===== config.mk =====
export PLATFORM = sky130hd
export DESIGN_NAME = ball_kinematics
export DESIGN_NICKNAME = d
export VERILOG_FILES = /design/src/rtl/billiard_pkg.sv /design/src/rtl/axis_integrator.sv /design/src/rtl/ball_kinematics.sv
export SDC_FILE = /design/constraint.sdc
export NUM_CORES = 1
export LEC_CHECK = 0
export CAP_MARGIN = 25
export CORE_ASPECT_RATIO = 0.75
export CORE_MARGIN = 3
export CORE_UTILIZATION = 58
export DETAILED_ROUTE_END_ITERATION = 10
export MAX_ROUTING_LAYER = met4
export PLACE_DENSITY = 0.8
export SLEW_MARGIN = 15
export SYNTH_ARGS = -nofsm -noshare
export SYNTH_HDL_FRONTEND = slang
export SYNTH_SLANG_ARGS = --single-unit

===== constraint.sdc =====
create_clock -name clk -period 12.56 [get_ports clk]
set_input_delay 2.512 -clock clk [delete_from_list [all_inputs] [get_ports clk]]
set_output_delay 2.512 -clock clk [all_outputs]
set_load 0.02 [all_outputs]

===== src/rtl/billiard_pkg.sv =====
// billiard_pkg: shared types, FSM states and edge-bit indices for ball kinematics
package billiard_pkg;
    typedef logic signed [10:0] speed_t;
    typedef logic signed [31:0] pos_fp_t;
    typedef enum logic [1:0] {IDLE, AIM, ROLL} ball_state_e;
    localparam int EDGE_LEFT   = 3;
    localparam int EDGE_TOP    = 2;
    localparam int EDGE_RIGHT  = 1;
    localparam int EDGE_BOTTOM = 0;
    localparam int SPEED_MAX   = 1023;
    function automatic speed_t clamp_int(input int v, input int lim);
        return speed_t'((v > lim) ? lim : (v < -lim) ? -lim : v);
    endfunction
endpackage


===== src/rtl/axis_integrator.sv =====
// axis_integrator: one-axis fixed-point position, speed, friction, saturation and edge reflection
module axis_integrator
    import billiard_pkg::*;
#(
    parameter int FRAC_BITS      = 6,
    parameter int INIT           = 0,
    parameter int FRICTION_SHIFT = 4,
    parameter int MIN_SPEED      = 2
) (
    input  logic                clk,
    input  logic                resetN,
    input  logic                respawn,
    input  logic                frame,
    input  logic                load,
    input  speed_t              load_speed,
    input  logic                hit_neg,
    input  logic                hit_pos,
    output logic signed [10:0]  pos_px,
    output speed_t              speed,
    output speed_t              speed_nxt
);
    localparam pos_fp_t SPAWN = pos_fp_t'(INIT * (2 ** FRAC_BITS));
    pos_fp_t pos;
    speed_t  mag, dec, rem, fric;
    logic    reflect;
    always_comb begin
        mag       = speed[10] ? -speed : speed;
        dec       = (mag >> FRICTION_SHIFT) + 11'sd1;
        rem       = mag - dec;
        fric      = (mag <= speed_t'(MIN_SPEED) || rem[10] || rem == '0) ? '0 : (speed[10] ? -rem : rem);
        reflect   = (hit_neg && speed[10]) || (hit_pos && !speed[10] && speed != '0);
        speed_nxt = load ? clamp_int(int'(load_speed), SPEED_MAX) : reflect ? -speed : frame ? fric : speed;
    end
    // position always integrates the pre-update speed, even when speed is reloaded or reflected
    always_ff @(posedge clk or negedge resetN)
        if (!resetN) begin
            pos   <= SPAWN;
            speed <= '0;
        end else if (respawn) begin
            pos   <= SPAWN;
            speed <= '0;
        end else begin
            if (frame)
                pos <= pos + pos_fp_t'(speed);
            speed <= speed_nxt;
        end
    assign pos_px = 11'(pos >>> FRAC_BITS);
endmodule


===== src/rtl/ball_kinematics.sv =====
// ball_kinematics: per-ball shot charging, motion FSM and two-axis integration
// Optional macro BALL_IMPULSE_EN enables velocity impulses from the collision resolver.
module ball_kinematics
    import billiard_pkg::*;
#(
    parameter int FRAC_BITS      = 6,
    parameter int INIT_X         = 100,
    parameter int INIT_Y         = 220,
    parameter int SPEED_STEP     = 200,
    parameter int MAX_SHOT_SPEED = 900,
    parameter int FRICTION_SHIFT = 4,
    parameter int MIN_SPEED      = 2
) (
    input  logic               clk,
    input  logic               resetN,
    input  logic               startOfFrame,
    input  logic               chargeUp,
    input  logic               chargeDown,
    input  logic               chargeLeft,
    input  logic               chargeRight,
    input  logic               releaseBall,
    input  logic               collision,
    input  logic [3:0]         HitEdgeCode,
    input  logic               respawn,
    input  logic               impulseValid,
    input  logic signed [10:0] impulseXspeed,
    input  logic signed [10:0] impulseYspeed,
    output logic signed [10:0] topLeftX,
    output logic signed [10:0] topLeftY,
    output logic signed [10:0] XspeedOUT,
    output logic signed [10:0] YspeedOUT,
    output logic               moving,
    output logic               stoppedPulse
);
    ball_state_e state, state_nxt;
    speed_t      x_shot, y_shot, x_shot_nxt, y_shot_nxt, x_load, y_load, x_nxt, y_nxt;
    logic        imp, busy, rel, load, nz_load, stop_nxt;
`ifdef BALL_IMPULSE_EN
    assign imp    = impulseValid;
    assign x_load = imp ? impulseXspeed : x_shot;
    assign y_load = imp ? impulseYspeed : y_shot;
`else
    logic unused_impulse;
    assign unused_impulse = ^{impulseValid, impulseXspeed, impulseYspeed};
    assign imp    = 1'b0;
    assign x_load = x_shot;
    assign y_load = y_shot;
`endif
    // any higher-priority event in a cycle blocks charging and release
    always_comb begin
        busy       = respawn || imp || collision || startOfFrame;
        rel        = !busy && state == AIM && releaseBall;
        nz_load    = x_load != '0 || y_load != '0;
        load       = imp || (rel && nz_load);
        x_shot_nxt = clamp_int(int'(x_shot) + (chargeRight ? SPEED_STEP : 0) - (chargeLeft ? SPEED_STEP : 0), MAX_SHOT_SPEED);
        y_shot_nxt = clamp_int(int'(y_shot) + (chargeDown ? SPEED_STEP : 0) - (chargeUp ? SPEED_STEP : 0), MAX_SHOT_SPEED);
        state_nxt  = state;
        stop_nxt   = 1'b0;
        if (respawn)
            state_nxt = IDLE;
        else if (imp || rel)
            state_nxt = nz_load ? ROLL : IDLE;
        else if (state == ROLL && startOfFrame && x_nxt == '0 && y_nxt == '0) begin
            state_nxt = IDLE;
            stop_nxt  = 1'b1;
        end else if (!busy && state == IDLE && (chargeUp || chargeDown || chargeLeft || chargeRight))
            state_nxt = AIM;
    end
    always_ff @(posedge clk or negedge resetN)
        if (!resetN) begin
            state        <= IDLE;
            stoppedPulse <= 1'b0;
            x_shot       <= '0;
            y_shot       <= '0;
        end else begin
            state        <= state_nxt;
            stoppedPulse <= stop_nxt;
            if (respawn || rel) begin
                x_shot <= '0;
                y_shot <= '0;
            end else if (!busy && state != ROLL) begin
                x_shot <= x_shot_nxt;
                y_shot <= y_shot_nxt;
            end
        end
    axis_integrator #(.FRAC_BITS(FRAC_BITS), .INIT(INIT_X), .FRICTION_SHIFT(FRICTION_SHIFT), .MIN_SPEED(MIN_SPEED)) u_x (
        .clk(clk), .resetN(resetN), .respawn(respawn), .frame(startOfFrame), .load(load), .load_speed(x_load),
        .hit_neg(collision && HitEdgeCode[EDGE_LEFT]), .hit_pos(collision && HitEdgeCode[EDGE_RIGHT]),
        .pos_px(topLeftX), .speed(XspeedOUT), .speed_nxt(x_nxt)
    );
    axis_integrator #(.FRAC_BITS(FRAC_BITS), .INIT(INIT_Y), .FRICTION_SHIFT(FRICTION_SHIFT), .MIN_SPEED(MIN_SPEED)) u_y (
        .clk(clk), .resetN(resetN), .respawn(respawn), .frame(startOfFrame), .load(load), .load_speed(y_load),
        .hit_neg(collision && HitEdgeCode[EDGE_TOP]), .hit_pos(collision && HitEdgeCode[EDGE_BOTTOM]),
        .pos_px(topLeftY), .speed(YspeedOUT), .speed_nxt(y_nxt)
    );
    assign moving = state == ROLL;
endmodule


==> summary.md <==
| Metric | Value |
|---|---|
| Top cell family by delay on the critical path | `simple AND/OR/NAND/NOR gates` |
| # setup viols final | `0` |
| HPWL after detailed placement | `17.2 mm` |
| PortBufs | `59` |
| Fin cells | `1361` |
| Metal-1 WL | `11.3 mm` |
| Worst rel slew slack | `0.326` |
| Met3 WL post-DR | `1.69 mm` |
| Commonest non-fill, non-tap cells in the layout | `nor2_1 (123), a21oi_1 (97), ha_1 (93)` |
| Grt ovf | `0` |
| Post-CTS setup buffer count | `0` |
| Status | `completed` |
| I/O Pins | `83` |
| Antenna viol nets, final | `0` |
| Mapped Cells | `1138` |
| Htree depth | `3` |
| Total CTS buffers | `9` |
| Tcrit/Tclk final | `0.491` |
| Uppermost layer routed | `met4` |
| RSZ-0062 raised after global routing | `no` |
| Cell count after placement | `1342` |
| DIE WIDTH | `151 µm` |
| Clk buf depth | `2` |
| Final Hold Fails | `0` |
| Reg2reg setup slack | `6.39 ns` |
| Reg clk slew, reported paths | `0.06 ns` |
| Area grow syn2layout | `9.94%` |
| Total number of vias | `8506` |
| Worst-Skew Late Latency | `0.34 ns` |
| Synth area leader | `dfrtp_1` |
| Vias in the first global route | `7806` |
| Clk_skew | `0.00960 ns` |
| Diodes inserted | `0` |
| Drt wl/cell | `17.2 µm` |
| Worst min-delay path class | `register to register` |
| Routability congestion estimate from global placement | `0.972` |
| Net Count, Synth | `1278` |
| Post-synth EDFFs | `0` |
| Sequential share of the synthesized area | `0.212` |
| Async SR Flop Fraction | `1.00` |
| Rows | `39` |
| Req. time, crit path | `12.75 ns` |
| Cts repair resizes | `0` |
| Initial antenna violation count | `0` |
| GRT Overall Usage | `0.279` |
| Synth Flop Type | `dfrtp_1` |
| Area contributors post-synth | `dfrtp_1 (19%), ha_1 (13%), xnor2_1 (5.6%), a21oi_1 (5.3%), nor2_1 (5.1%)` |
| Highest Clock Rate | `162 MHz` |
| Slew @ Worst Pin | `1.01 ns` |
| Max Cap Viol | `0` |
| CTS tree | `done` |
| Critical Path Sink Type | `register` |
| Vias per cell | `6.25` |
| Commonest non-fill, non-tap cell in the layout | `nor2_1` |
| WL met2 | `9.94 mm` |
| WP buf/inv | `2` |
| Setup crit start kind | `register` |
| Drt total wl | `23.3 mm` |
| Fill cells | `1331` |
| Chip height | `115 µm` |
| Crit path max-delay cell type | `o41ai_4` |
| Crit-path max FO | `9` |
| Nets | `1291` |
| Top-area cell type share of the netlist area | `0.189` |
| Critical path's most frequent cell | `ha_1` |
| Pre-antenna DRT Iters | `5` |
| Largest net degree at the start of global routing | `78` |
| Avg Cell Area, Syn | `8.02 µm²` |
| Core Region | `0.0153 mm²` |
| Final Util | `0.655` |
| Post-synth cell types | `80` |
| Critical path's largest stage delay | `0.59 ns` |
| Initial Utilization | `0.595` |
| Cell chain of the critical path | `inv_1 -> ha_1 -> or3b_1 -> nand2_1 -> xor2_1 -> inv_1 -> ha_1 -> nand3_1 -> xor2_1 -> ha_1 -> or2_2 -> o21a_1 -> o21ai_0 -> a211oi_1 -> or3_1 -> o41ai_4 -> o31ai_2 -> a2111oi_2 -> nand4_1 -> nor4_2 -> o31ai_1` |
| Clk sinks | `77` |
| Share of cells above drive strength 1 | `0.0554` |
| Yosys warnings | `0` |
| Post-Syn Area | `0.00912 mm²` |
| Die area | `0.0173 mm²` |
| First-pass GRT wire length | `38.6 mm` |
| Clock Tree Root | `clkbuf_16` |
| Fin crit period | `6.17 ns` |
| CTS Hold Bufs | `0` |
| 1st-iter DRT viols | `847` |
| CP arrival | `6.36 ns` |
| Worst Slack Setup Final | `6.39 ns` |
| Final Max Tran Viols | `0` |
| Crit path kind | `register to register` |
| DP Worst Slack | `6.30 ns` |
| Number of synthesized register bits | `77` |
| Drt drc | `0` |
| Setup_tns | `0 ns` |
final timing paths:
path                                   start           to  cells past startpoint
worst max-delay path            u_y.speed[0]     state[1]                     21
worst min-delay path                state[0]     state[0]                      2
worst max register to register  u_y.speed[0]     state[1]                     21
worst min register to register      state[0]     state[0]                      2
max in group asynchronous             resetN  u_x.pos[11]                      2
min in group asynchronous             resetN  u_x.pos[10]                      1
stage by stage:
stage	hold WS [ns]	area, µm²
finish	0.523	10000
global route	0.564	10000
CTS	0.517	9990
detailed placement	0.503	9650
global placement	0.495	9650
floorplan	0.473	9120
worst min-delay path: cells and delay by family (launching register included):
family / cells / cell delay [ns]
and+or+nand+nor: 1 / 0.07
DFF: 1 / 0.36
AOI/OAI and AO/OA: 1 / 0.05
logic make-up (layout without fill, tap and decap cells):
group                    after synthesis  after routing  synth area share
AO/OA/AOI/OAI                        332            332             0.239
flip-flops                            77             77             0.212
multiplexers                          28             28            0.0307
XOR/XNOR                              96             96            0.0967
buffers and inverters                138            156            0.0679
adder cells (fa/ha/maj)              103            103             0.149
AND/OR/NAND/NOR                      364            364             0.204
registers in the layout, indices dropped and copies added (netlist names):
signal        count
u_x.pos          17
u_y.pos          17
u_x.speed        11
u_y.speed        11
x_load            9
y_load            9
state             2
stoppedPulse      1
routing by layer:
layer  vias up  track usage
met5         -            -
li1       4117            -
met1      4015        0.406
met3        41       0.0503
met4         0       0.0707
met2       333        0.402
cell type report:
| type | count | area, µm² | area share |
|---|---|---|---|
| Clock inverter | 6 | 111 | 0.0111 |
| Clock buffer | 10 | 229 | 0.0228 |
| Timing Repair Buffer | 67 | 656 | 0.0654 |
| Tap cell | 205 | 256 | 0.0256 |
| Inverter | 73 | 274 | 0.0273 |
| Sequential cell | 77 | 1940 | 0.193 |
| Multi-Input combinational cell | 923 | 6570 | 0.655 |
synthesized netlist by cell type (21+ instances only):
library cell,instances
nor2_1,123
a21oi_1,97
ha_1,93
inv_1,72
dfrtp_1,69
o21ai_0,67
xnor2_1,58
nand2_1,57
xor2_1,34
clkbuf_1,29
mux2i_1,28
nor3_1,27
nand3_1,24
buf_4,23
a21o_1,21
Power is left out: the tool's default activity adds up to more than one toggle a clock period on the data nets, which glitch-free logic cannot reach.
